`src/rtl/wb_pkg.sv`:
```
// Shared types for the writeback commit unit: queued entry layout, commit FSM states
// and the rule that picks which write of an entry is issued first.
package wb_pkg;

   // Entry fields are sized for the widest build; DATA_W/ADDR_W must not exceed these.
   localparam int WB_DATA_W = 32;
   localparam int WB_ADDR_W = 4;

   typedef struct packed {
      logic [WB_DATA_W-1:0] data1;
      logic [WB_ADDR_W-1:0] dst1;
      logic                 we1;
      logic [WB_DATA_W-1:0] data2;
      logic [WB_ADDR_W-1:0] dst2;
      logic                 we2;
      logic [WB_DATA_W-1:0] cpsr;
      logic                 cpsr_we;
   } wb_entry_t;

   typedef enum logic [1:0] {
      IDLE = 2'd0,
      W1   = 2'd1,
      W2   = 2'd2
   } wb_state_t;

   // A zero-write entry still spends one cycle in W1 so it can retire and update CPSR.
   function automatic wb_state_t first_state(input wb_entry_t e);
      return (e.we2 && !e.we1) ? W2 : W1;
   endfunction

endpackage

```
`src/rtl/wb_fifo.sv`:
```
// Synchronous FIFO of writeback entries with full/empty/count.
// With WB_HAZARD_EN defined it also exposes the entry array and a valid mask.
module wb_fifo
   import wb_pkg::*;
#(
   parameter int DEPTH = 4
)
(
   input  logic                         clk,
   input  logic                         reset,
   input  logic                         push,
   input  wb_entry_t                    push_entry,
   input  logic                         pop,
   output wb_entry_t                    head,
   output logic                         full,
   output logic                         empty,
   output logic [$clog2(DEPTH+1)-1:0]   count
`ifdef WB_HAZARD_EN
   ,
   output wb_entry_t                    entries [DEPTH],
   output logic [DEPTH-1:0]             valid_mask
`endif
);

   localparam int PTR_W = $clog2(DEPTH);
   localparam int CNT_W = $clog2(DEPTH+1);

   wb_entry_t        mem_q [DEPTH];
   logic [PTR_W-1:0] wr_ptr_q, wr_ptr_d;
   logic [PTR_W-1:0] rd_ptr_q, rd_ptr_d;
   logic [CNT_W-1:0] count_q, count_d;
   logic             do_push, do_pop;

   assign full  = (count_q == CNT_W'(DEPTH));
   assign empty = (count_q == '0);
   assign count = count_q;
   assign head  = mem_q[rd_ptr_q];

   always_comb begin
      do_push  = push && !full;
      do_pop   = pop && !empty;
      wr_ptr_d = wr_ptr_q + PTR_W'(do_push);
      rd_ptr_d = rd_ptr_q + PTR_W'(do_pop);
      count_d  = count_q;
      if (do_push && !do_pop) begin
         count_d = count_q + CNT_W'(1);
      end else if (do_pop && !do_push) begin
         count_d = count_q - CNT_W'(1);
      end
   end

   always_ff @(posedge clk) begin
      if (reset) begin
         wr_ptr_q <= '0;
         rd_ptr_q <= '0;
         count_q  <= '0;
      end else begin
         wr_ptr_q <= wr_ptr_d;
         rd_ptr_q <= rd_ptr_d;
         count_q  <= count_d;
      end
   end

   always_ff @(posedge clk) begin
      if (do_push) begin
         mem_q[wr_ptr_q] <= push_entry;
      end
   end

`ifdef WB_HAZARD_EN
   // Slot gi is live when its distance from the read pointer is below the count.
   for (genvar gi = 0; gi < DEPTH; gi++) begin : g_valid
      logic [PTR_W-1:0] offset;
      assign offset         = PTR_W'(gi) - rd_ptr_q;
      assign valid_mask[gi] = (CNT_W'(offset) < count_q);
      assign entries[gi]    = mem_q[gi];
   end
`endif

endmodule

```
`src/rtl/wb_commit_unit.sv`:
```
// Buffered writeback stage: queues ALU results and commits them one register write per
// cycle in program order. Optional hazard query port enabled by defining WB_HAZARD_EN.
module wb_commit_unit
   import wb_pkg::*;
#(
   parameter int DATA_W = 32,
   parameter int ADDR_W = 4,
   parameter int DEPTH  = 4
)
(
   input  logic                         clk,
   input  logic                         reset,
   input  logic                         in_valid,
   output logic                         in_ready,
   input  logic [DATA_W-1:0]            in_data1,
   input  logic [ADDR_W-1:0]            in_dst1,
   input  logic                         in_we1,
   input  logic [DATA_W-1:0]            in_data2,
   input  logic [ADDR_W-1:0]            in_dst2,
   input  logic                         in_we2,
   input  logic [DATA_W-1:0]            in_cpsr,
   input  logic                         in_cpsr_we,
   output logic                         rf_we,
   output logic [ADDR_W-1:0]            rf_addr,
   output logic [DATA_W-1:0]            rf_data,
   input  logic                         rf_stall,
   output logic                         cpsr_we,
   output logic [DATA_W-1:0]            cpsr_out,
   output logic                         retire,
   output logic [$clog2(DEPTH+1)-1:0]   occupancy
`ifdef WB_HAZARD_EN
   ,
   input  logic [ADDR_W-1:0]            hz_addr,
   output logic                         hz_hit
`endif
);

   wb_entry_t            in_entry, head_entry;
   wb_entry_t            work_q, work_d;
   wb_state_t            state_q, state_d;
   logic [WB_DATA_W-1:0] cpsr_q, cpsr_d;
   logic                 fifo_full, fifo_empty, push;
   logic                 entry_done, load_next;

   always_comb begin
      in_entry         = '0;
      in_entry.data1   = WB_DATA_W'(in_data1);
      in_entry.dst1    = WB_ADDR_W'(in_dst1);
      in_entry.we1     = in_we1;
      in_entry.data2   = WB_DATA_W'(in_data2);
      in_entry.dst2    = WB_ADDR_W'(in_dst2);
      in_entry.we2     = in_we2;
      in_entry.cpsr    = WB_DATA_W'(in_cpsr);
      in_entry.cpsr_we = in_cpsr_we;
   end

   assign in_ready = !fifo_full && !reset;
   assign push     = in_valid && in_ready;

`ifdef WB_HAZARD_EN
   wb_entry_t        fifo_entries [DEPTH];
   logic [DEPTH-1:0] fifo_valid;
`endif

   wb_fifo #(.DEPTH(DEPTH)) u_fifo (
      .clk        (clk),
      .reset      (reset),
      .push       (push),
      .push_entry (in_entry),
      .pop        (load_next),
      .head       (head_entry),
      .full       (fifo_full),
      .empty      (fifo_empty),
      .count      (occupancy)
`ifdef WB_HAZARD_EN
      ,
      .entries    (fifo_entries),
      .valid_mask (fifo_valid)
`endif
   );

   always_ff @(posedge clk) begin
      if (reset) begin
         state_q <= IDLE;
         work_q  <= '0;
         cpsr_q  <= '0;
      end else begin
         state_q <= state_d;
         work_q  <= work_d;
         cpsr_q  <= cpsr_d;
      end
   end

   always_comb begin
      state_d    = state_q;
      work_d     = work_q;
      cpsr_d     = cpsr_q;
      entry_done = 1'b0;
      load_next  = 1'b0;
      case (state_q)
         IDLE: load_next = !fifo_empty;
         W1: begin
            if (!(work_q.we1 && rf_stall)) begin
               if (work_q.we2) begin
                  state_d = W2;
               end else begin
                  entry_done = 1'b1;
               end
            end
         end
         W2: entry_done = !rf_stall;
         default: state_d = IDLE;
      endcase
      // Completing an entry immediately loads the next head so there is no bubble.
      if (entry_done) begin
         if (work_q.cpsr_we) begin
            cpsr_d = work_q.cpsr;
         end
         if (fifo_empty) begin
            state_d = IDLE;
         end else begin
            load_next = 1'b1;
         end
      end
      if (load_next) begin
         state_d = first_state(head_entry);
         work_d  = head_entry;
      end
   end

   always_comb begin
      rf_we   = 1'b0;
      rf_addr = '0;
      rf_data = '0;
      retire  = 1'b0;
      cpsr_we = 1'b0;
      if (!reset) begin
         case (state_q)
            W1: begin
               if (work_q.we1) begin
                  rf_we   = 1'b1;
                  rf_addr = ADDR_W'(work_q.dst1);
                  rf_data = DATA_W'(work_q.data1);
               end
            end
            W2: begin
               rf_we   = 1'b1;
               rf_addr = ADDR_W'(work_q.dst2);
               rf_data = DATA_W'(work_q.data2);
            end
            default: ;
         endcase
         retire  = entry_done;
         cpsr_we = entry_done && work_q.cpsr_we;
      end
   end

   assign cpsr_out = DATA_W'(cpsr_q);

`ifdef WB_HAZARD_EN
   logic [WB_ADDR_W-1:0] hz_key;
   logic [DEPTH-1:0]     entry_hit;
   logic                 work_hit;

   assign hz_key = WB_ADDR_W'(hz_addr);

   for (genvar gi = 0; gi < DEPTH; gi++) begin : g_hazard
      assign entry_hit[gi] = fifo_valid[gi] &&
                             ((fifo_entries[gi].we1 && (fifo_entries[gi].dst1 == hz_key)) ||
                              (fifo_entries[gi].we2 && (fifo_entries[gi].dst2 == hz_key)));
   end

   // In W2 the first write has already landed; only the second is still pending.
   always_comb begin
      work_hit = 1'b0;
      if (state_q == W1) begin
         work_hit = (work_q.we1 && (work_q.dst1 == hz_key)) ||
                    (work_q.we2 && (work_q.dst2 == hz_key));
      end else if (state_q == W2) begin
         work_hit = (work_q.dst2 == hz_key);
      end
   end

   assign hz_hit = !reset && ((|entry_hit) || work_hit);
`endif

endmodule
```
`config.mk`:
```
export PLATFORM = sky130hd
export DESIGN_NAME = wb_commit_unit
export DESIGN_NICKNAME = d
export VERILOG_FILES = /design/src/rtl/wb_pkg.sv /design/src/rtl/wb_fifo.sv /design/src/rtl/wb_commit_unit.sv
export SDC_FILE = /design/constraint.sdc
export NUM_CORES = 1
export LEC_CHECK = 0
export CAP_MARGIN = 20
export CELL_PAD_IN_SITES_DETAIL_PLACEMENT = 0
export CELL_PAD_IN_SITES_GLOBAL_PLACEMENT = 2
export CORE_MARGIN = 3
export CORE_UTILIZATION = 46
export DETAILED_ROUTE_END_ITERATION = 10
export GPL_TIMING_DRIVEN = 0
export PLACE_DENSITY = 0.95
export SLEW_MARGIN = 15
export SYNTH_ARGS = -nofsm -noshare
export SYNTH_HDL_FRONTEND = slang
export SYNTH_SLANG_ARGS = --single-unit
```
`constraint.sdc`:
```
create_clock -name clk -period 35.9 [get_ports clk]
set_input_delay 8.975 -clock clk [delete_from_list [all_inputs] [get_ports clk]]
set_output_delay 8.975 -clock clk [all_outputs]
set_load 0.03 [all_outputs]
```
* Yosys cells after proc, flatten, opt, wreduce, memory -nomap -nowiden
Memories as Yosys holds them, arrays and structs flattened. A register that Yosys moved wholly into a read port is not among the register bits.
Cells that the tools add are included.
** Word-level totals
- Memories kept :: 1
- Logic and storage cells :: 71
- Output and inout port bits :: 75
- Bits in writable memories :: 428
- Input port bits :: 111
- Flip-flop bits (word level) :: 148
** Cells by class
- Reduce and logical (&&, ||, !) cells :: 21
- Add/sub/neg operators :: 4
- Multiplexer cells :: 29
- Equality and inequality tests :: 3
** Memories
- u_fifo.mem_q :: words 4, bits a word 107, rd ports 1, clocked after memory_dff 1, write ports 1, line wb_fifo.sv:28 : wb_entry_t mem_q [DEPTH];
** Operators with widths (count)
- $mux W32 :: 2
- $pmux W32 S2 :: 1
- $mux W2 :: 7
- $mux W1 :: 11
- $logic_and A1 B1 Y1 :: 9
- $mux W4 :: 2
- $pmux W4 S2 :: 1
- $logic_not A1 Y1 :: 7
- $mux W3 :: 2
- $add A2 B1 Y2 :: 2
- $pmux W1 S2 :: 2
- $pmux W2 S2 :: 1
- $add A3 B1 Y3 const B :: 1
- $eq A3 B3 Y1 const B :: 1
- $logic_not A3 Y1 :: 1
- $sub A3 B1 Y3 const B :: 1
- $eq A2 B1 Y1 const B :: 1
- $eq A2 B2 Y1 const B :: 1
- $logic_not A2 Y1 :: 1
- $reduce_and A2 Y1 :: 1
- $reduce_bool A2 Y1 :: 1
- $reduce_or A2 Y1 :: 1

* Longest topological paths before layout
Gate-level depths: netlist of the first run.
- Word-level depth :: 9
- Depth in mapped cells :: 11

* Hierarchy
From an unflattened synthesis of the first run, not the netlist that was laid out.
** Second synthesis, totals
- Cells, all modules :: 1346
- Area, all modules :: 22232.6 um^2
** By module, submodules not included
- wb_fifo :: cells an instance 595, sequential area each 12992.5 um^2, times used 1, area an instance 15771.4 um^2
- wb_commit_unit :: cells an instance 751, sequential area each 2822.7 um^2, times used 1, area an instance 6461.2 um^2

* Worst setup path after synthesis of the first run
OpenSTA, ideal clock, no wires.
- Path type :: input to output
- From :: input port rf_stall
- To :: output port cpsr_we
- Data required time :: 26925 ps
- Path slack :: 16453 ps
- Buffers on the path :: 1
- Data arrival time :: 10472 ps
- Stages :: 5
- Path through :: a21boi_0 > o21a_1 > buf_2 > nor2b_1 > and2_1
** Between the ends
- Cells in the longest elaborated chain, start to end :: 5
** RTL lines
- start, declared :: line wb_commit_unit.sv:26 : input logic rf_stall,
- $logic_and A1 B1 Y1 :: line wb_commit_unit.sv:103 : if (!(work_q.we1 && rf_stall)) begin
- $mux W1 :: line wb_commit_unit.sv:103
- $pmux W1 S2 (*) :: line wb_commit_unit.sv:100 : case (state_q)
- $logic_and A1 B1 Y1 (*) :: line wb_commit_unit.sv:154 : cpsr_we = entry_done && work_q.cpsr_we;
- $mux W1 (*) :: line wb_commit_unit.sv:137 : if (!reset) begin
- end, declared :: line wb_commit_unit.sv:27 : output logic cpsr_we,
Every way passes the cells marked *; elsewhere a longest branch is shown, timed or not.

* Final worst setup path of the first run
Ends and elaborated chain as after synthesis.

==> results of run 1 <==
-- through the flow --
stage                     setup slack, ns  power, mW  area (sq um)  util (%)
final                               15.42      1.863         26710     57.14
after global routing                15.27      1.954         26710     57.13
after CTS                           15.41      1.877         26710     57.13
after detailed placement            15.42      1.299         24900     53.26
after global placement              11.42      1.291         24490     52.37
after floorplan                     16.45      1.152         21880         -
-- final cells by class --
type	instances	area [sq um]	share of cell area, %
Tap cell	607	759.5	2.843
Clock inverter	35	304.0	1.138
Buffer	117	518.0	1.939
Inverter	5	18.77	0.07026
Sequential cell	576	15820	59.20
Timing Repair Buffer	227	2235	8.365
Antenna cell	2	5.005	0.01874
Clock buffer	67	1505	5.635
Multi-Input combinational cell	653	5553	20.79
-- critical path, cell delays in order --
cell and delay, ns:
clkdlybuf4s50_1 0.48, a21boi_0 0.35, o21a_1 0.22, buf_2 0.26, nor2b_1 0.30, and2_1 0.23, clkdlybuf4s50_1 0.69
-- worst max path at each step --
stage,from,end,slack (ns)
finish,rf_stall,cpsr_we,15.42
CTS,rf_stall,cpsr_we,15.41
global placement,reset,u_fifo.mem_q[1][56]$_DFFE_PP_,11.42
floorplan,rf_stall,cpsr_we,16.45
global route,rf_stall,cpsr_we,15.27
detailed placement,rf_stall,cpsr_we,15.42
-- cell families after synthesis --
logic type	synth area share (%)
AOI/OAI and AO/OA	11.11
adders and majority gates	0.4917
xor gates and xnor gates	0.1601
muxes	11.06
buffers and inverters	2.453
and+or+nand+nor	2.464
DFF	72.27
-- placed cells by master (no fill, tap or decap), types with 3 or more instances in the layout --
cell type,n
buf_6,13
o211ai_1,108
a21oi_1,143
dfxtp_1,148
ha_1,7
inv_1,5
clkbuf_16,58
edfxtp_1,428
clkinv_2,17
o21ai_0,107
clkbuf_1,80
a22oi_1,36
mux4_2,107
nor2_1,43
buf_1,10
buf_2,23
clkinv_1,10
nor2b_1,3
nand2_1,66
buf_4,38
clkdlybuf4s50_1,184
bufinv_16,5
-- registers in the layout, summed over array words and instances (netlist names) --
register and cells:
u_fifo.mem_q 428, u_fifo.count 3, state_q 2, u_fifo.wr_ptr_q 2, cpsr_out 32, u_fifo.rd_ptr_q 2, work_q 107
-- Yosys cell counts --
cell type / instances
nor4_1: 1
xnor2_1: 2
buf_4: 7
nor2b_1: 3
dfxtp_1: 148
nor3_1: 2
xor2_1: 2
nand2_1: 66
mux4_2: 107
o21ai_1: 2
fa_1: 1
clkbuf_1: 73
inv_1: 5
and3_1: 1
o21a_1: 1
clkbuf_2: 1
or4_1: 1
o211ai_1: 108
or3_1: 1
a22o_1: 1
o211a_1: 1
nor3b_1: 3
a211oi_4: 1
buf_1: 10
or3_4: 1
mux2i_1: 1
nor2b_2: 1
a21oi_1: 143
nor2_1: 43
and2_1: 2
o41ai_1: 1
buf_6: 3
a22oi_1: 36
buf_2: 23
a211oi_1: 1
and2b_1: 1
o21ai_0: 107
ha_1: 7
a21bo_2: 1
nand2b_1: 2
edfxtp_1: 428
o21ai_2: 1
a21boi_0: 1
-- metal layers --
metal,vias up,global-route usage [%],share of wire (%),wire [um]
met5,-,0,0.088,45
met4,6,5.695,2.0,1015
met3,79,3.813,6.2,3180
met2,384,34.32,50,25320
met1,6601,27.74,42,21560
li1,5930,-,-,-
-- power breakdown --
group	internal [mW]	switching, mW	total, mW	leakage (nW)
sequential	0.790	0.0365	0.827	5.10
combinational	0.186	0.272	0.458	2.39
clock	0.333	0.244	0.578	0.897
==> key figures, run 1 <==
Status
  – Status: finished clean

Hold path
  – Critical hold path startpoint: work_q[25]$_SDFFE_PP0N_
  – Hold Path Depth: 2
  – Worst Hold Class: flip-flop to flip-flop
  – Hold path endpoint: cpsr_out[24]$_SDFFE_PP0P_

Yosys
  – Post-synth top area share: 58.73%
  – Synth unique cells: 43
  – Cells after synthesis: about 1,400
  – Area leader, netlist: edfxtp_1
  – Post-synthesis sequential area ratio: 72.27%
  – Post-Syn Nets: roughly 1,500
  – Synthesis Warnings: 0
  – Post-Syn Area: between 20,000 and 25,000 sq um
  – Syn avg cell area: ~16 sq um
  – #FFs+latches synth: about 580
  – Largest cells by area after synthesis: edfxtp_1, dfxtp_1, mux4_2, o211ai_1, a21oi_1

CTS
  – Setup bufs post-CTS: 0
  – Total CTS buffers: 56
  – CTS Hold Bufs: 0
  – # H-tree levels: 2
  – Deepest clock path buffer count: 3
  – Clock tree from TritonCTS: done
  – Clk pin slew, worst setup/hold paths: approximately 0.060 ns
  – Clock root buffer: clkbuf_16
  – Worst-Skew Late Latency: ~0.60 ns
  – Clk sinks: approximately 580
  – Post-cts sizing count: 0

Setup path
  – Crit path required time: between 20 and 30 ns
  – Worst R2R Start: state_q[1]$_SDFF_PP0_
  – R2r setup slk: approximately 33 ns
  – CP max FO: 10
  – Worst Setup Start Kind: input port
  – Critical Path Sink Type: primary output
  – Worst R2R Path Depth: 10
  – Critical path arrival: around 12 ns
  – Reg-to-reg endpoint: u_fifo.count[2]$_SDFFE_PP0P_
  – Type of the worst setup path: input port to primary output

Power
  – Leak Pwr: 8.379 nW
  – Cell area power density: 69.73 nW/um^2
  – VDD IR-drop max: 0.04307 mV

Detailed routing
  – Total Wirelength: between 50,000 and 60,000 um
  – Vias/cell: between 5 and 6
  – Post-route antenna net violation count: 0
  – Drt drc: 0
  – DR WL/cell: roughly 22 um
  – 1st-iter DRT viols: between 1,000 and 1,500
  – DRT Pass-1 Iters: 5
  – DR vias: 13,000

Global route
  – Gr usage total: about a fifth
  – Global route overflow: 0
  – Largest net degree at the start of global routing: a little under 50
  – Vias in the first global route: between 10,000 and 15,000
  – Initial antenna violation count: 5
  – Global-route wire length before repair: between 70,000 and 80,000 um

STA
  – RSZ-0062 raised after global routing: false
  – Fmax: 0.04882 GHz
  – Slew @ Worst Pin: between 0.9 and 1 ns
  – Final max-slew violation count: 0
  – Minimum clock period: approximately 20 ns
  – Final hold violation count: 0
  – Max_slew headroom: 37.24%
  – Final period util: 57.05%
  – Setup_tns: 0 ns
  – Hold WS: 0.4397 ns
  – Clock skew: between 0.02 and 0.025 ns
  – Final setup violation count: 0

Placed design
  – Final GP Congestion: approximately 0.78
  – Post-placement cell count: ~2,200
  – I/O Buffers: between 150 and 200
  – HPWL after DPL: about 35,000 um

Final layout
  – Layout area overhead: 22.06%
  – Final #Nets: around 1,800
  – # fillers: around 3,600
  – Layout cells sized above 1: 16.55%
  – Finished Layout Cells: approximately 2,300

Floorplan
  – Chip Width: 224.1 um
  – Die area: about 50,000 sq um
  – # IOs: ~190
  – Rows: 79
  – Die height: around 220 um
  – Initial Util: 46.81%
  – Core ar.: ~47,000 sq um

Job
  – Max-cap viol count: 0
(Power assumes the default switching activity.)
==> run 2: changes to the inputs <==
--- a/config.mk
+++ b/config.mk
@@ -9,10 +9,10 @@
 export CELL_PAD_IN_SITES_DETAIL_PLACEMENT = 0
 export CELL_PAD_IN_SITES_GLOBAL_PLACEMENT = 2
 export CORE_MARGIN = 3
-export CORE_UTILIZATION = 46
+export CORE_UTILIZATION = 42
 export DETAILED_ROUTE_END_ITERATION = 10
 export GPL_TIMING_DRIVEN = 0
-export PLACE_DENSITY = 0.95
+export PLACE_DENSITY = 0.9
 export SLEW_MARGIN = 15
 export SYNTH_ARGS = -nofsm -noshare
 export SYNTH_HDL_FRONTEND = slang
==> constraint.sdc (replaced) <==
create_clock -name clk -period 20.8 [get_ports clk]
set_input_delay 5.2 -clock clk [delete_from_list [all_inputs] [get_ports clk]]
set_output_delay 5.2 -clock clk [all_outputs]
set_load 0.03 [all_outputs]
==> key figures, run 2 (synthesis results as in run 1) <==
Floorplan
  – Core ar.: 51,410 sq um
  – Die area: approximately 55,000 sq um
  – # IOs: roughly 190
  – Initial Util: a little over two fifths
  – Rows: 83
  – Chip Width: approximately 230 um
  – Die height: roughly 230 um

Power
  – Overall power: about 3.3 mW
  – Cell area power density: around 120 nW/um^2
  – Leak Pwr: between 8 and 9 nW
  – VDD IR-drop max: about 0.078 mV

CTS
  – Clock tree from TritonCTS: done
  – Worst-Skew Late Latency: just over 0.6 ns
  – Clk pin slew, worst setup/hold paths: ~0.06 ns
  – Setup bufs post-CTS: 0
  – CTS Hold Bufs: 0
  – # H-tree levels: 2
  – Total CTS buffers: 57
  – Clock root buffer: clkbuf_16
  – Post-cts sizing count: 0
  – Deepest clock path buffer count: 3
  – Clk sinks: between 500 and 600

Setup path
  – Crit-path most repeated cell: clkdlybuf4s50_1
  – Crit. Startpoint: rf_stall
  – Worst R2R Start: u_fifo.count[0]$_SDFFE_PP0P_
  – Critical path arrival: 7.75 ns
  – Reg-to-reg endpoint: u_fifo.mem_q[1][86]$_DFFE_PP_
  – Worst Setup Start Kind: input port
  – Max incr delay on CP: ~0.69 ns
  – CP max FO: 10
  – Type of the worst setup path: input port to primary output
  – R2r setup slk: about 17 ns
  – Crit-path slowest cell: clkdlybuf4s50_1
  – Critical Path Sink Type: primary output
  – Worst R2R Path Depth: 11
  – Critical path's top delay family: buffers and inverters
  – Crit path required time: between 15 and 20 ns
  – CP Cell Sequence: clkdlybuf4s50_1 > a21boi_0 > o21a_1 > buf_2 > nor2b_1 > and2_1 > clkdlybuf4s50_1
  – CP Depth: 7
  – Worst Setup EP: cpsr_we
  – Crit path buf inv count: 3

Global route
  – Global-route wire length before repair: 78,460 um
  – Largest net degree at the start of global routing: 48
  – Gr usage total: about a fifth
  – Initial antenna violation count: 7
  – Global route overflow: 0
  – Vias in the first global route: approximately 13,000

Placed design
  – I/O Buffers: between 150 and 200
  – HPWL after DPL: between 30,000 and 40,000 um
  – Final GP Congestion: 0.7915
  – Post-placement cell count: around 2,300

STA
  – Final setup violation count: 0
  – Final hold violation count: 0
  – Setup_tns: 0 ns
  – Final max-slew violation count: 0
  – Max_slew headroom: between 30% and 40%
  – Hold WS: about 0.45 ns
  – Slew @ Worst Pin: between 0.9 and 1 ns
  – RSZ-0062 raised after global routing: false
  – Final period util: between 60% and 70%
  – Fmax: just under 0.08 GHz
  – Clock skew: between 0.02 and 0.03 ns
  – Minimum clock period: between 10 and 15 ns

Detailed routing
  – Drt drc: 0
  – Vias/cell: 5.527
  – Total Wirelength: a little over 50,000 um
  – DR vias: roughly 13,000
  – Routed length on met2: ~25,000 um
  – 1st-iter DRT viols: between 1,000 and 1,500
  – Met3 routed WL: around 3400 um
  – Uppermost layer routed: met5
  – Post-route antenna net violation count: 0
  – DRT Pass-1 Iters: 5
  – DR WL/cell: approximately 22 um
  – Metal1 wirelength: 21,790 um

Final layout
  – Final core occ: 52.48%
  – Most frequent cells in the layout: edfxtp_1, clkdlybuf4s50_1, dfxtp_1, a21oi_1, o211ai_1
  – Max FFs per register: roughly 430
  – Biggest register: u_fifo.mem_q
  – Layout cells sized above 1: between 15 and 20%
  – Most common cell after layout, fill and taps aside: edfxtp_1
  – Layout area overhead: 23.26%
  – Final #Nets: 1,760
  – Finished Layout Cells: ~2,400
  – # fillers: between 4,000 and 5,000

Hold path
  – Worst Hold Class: flip-flop to flip-flop
  – Critical hold path startpoint: work_q[5]$_SDFFE_PP0N_

Job
  – Max-cap viol count: 0

Status
  – Status: finished clean
-- run 2: final cells by class --
class / instances / area (sq um) / area share [%]
Clock buffer: 74 / 1604 / 5.946
Timing Repair Buffer: 231 / 2272 / 8.423
Tap cell: 680 / 850.8 / 3.154
Buffer: 117 / 518.0 / 1.920
Clock inverter: 32 / 334.1 / 1.238
Multi-Input combinational cell: 653 / 5553 / 20.58
Antenna cell: 4 / 10.01 / 0.03711
Sequential cell: 576 / 15820 / 58.63
Inverter: 5 / 18.77 / 0.06957
-- run 2: worst min-delay path by stage --
| stage | end | slack, ns | cells after the start |
|---|---|---|---|
| 2_1_floorplan | cpsr_out[0]$_SDFFE_PP0P_ | 0.43 | 2 |
| 3_3_place_gp | cpsr_out[7]$_SDFFE_PP0P_ | 0.44 | 2 |
| 3_5_place_dp | cpsr_out[4]$_SDFFE_PP0P_ | 0.44 | 2 |
| 4_1_cts | cpsr_out[0]$_SDFFE_PP0P_ | 0.45 | 2 |
| 5_1_grt | cpsr_out[9]$_SDFFE_PP0P_ | 0.47 | 2 |
| 6_report | cpsr_out[4]$_SDFFE_PP0P_ | 0.45 | 2 |
-- run 2: stage by stage --
step,setup WS (ns),cell area [sq um]
floorplan,6.125,21880
global placement,0.05475,24580
detailed placement,7.814,25030
CTS,7.805,26970
global route,7.659,26970
finish,7.846,26980
-- run 2: power breakdown --
group	switching (mW)	total [mW]	internal, mW
Combinational	0.472	0.794	0.322
Sequential	0.0639	1.43	1.36
Clock	0.427	1.05	0.618
-- run 2: layer usage --
layer / global-route usage (%) / vias up
li1: - / 5940
met1: 25.48 / 6655
met2: 31.64 / 428
met3: 3.632 / 81
met4: 5.585 / 6
met5: 0 / -
-- run 2: worst reg2reg max path: stages (launching register included) --
cell and delay, ns:
dfxtp_1 0.51, nor2_1 0.09, a21oi_1 0.19, nand2_1 0.20
nor3b_2 0.63, buf_6 0.24, buf_4 0.21, buf_4 0.19
buf_4 0.17, buf_4 0.21, buf_4 0.19, buf_4 0.19
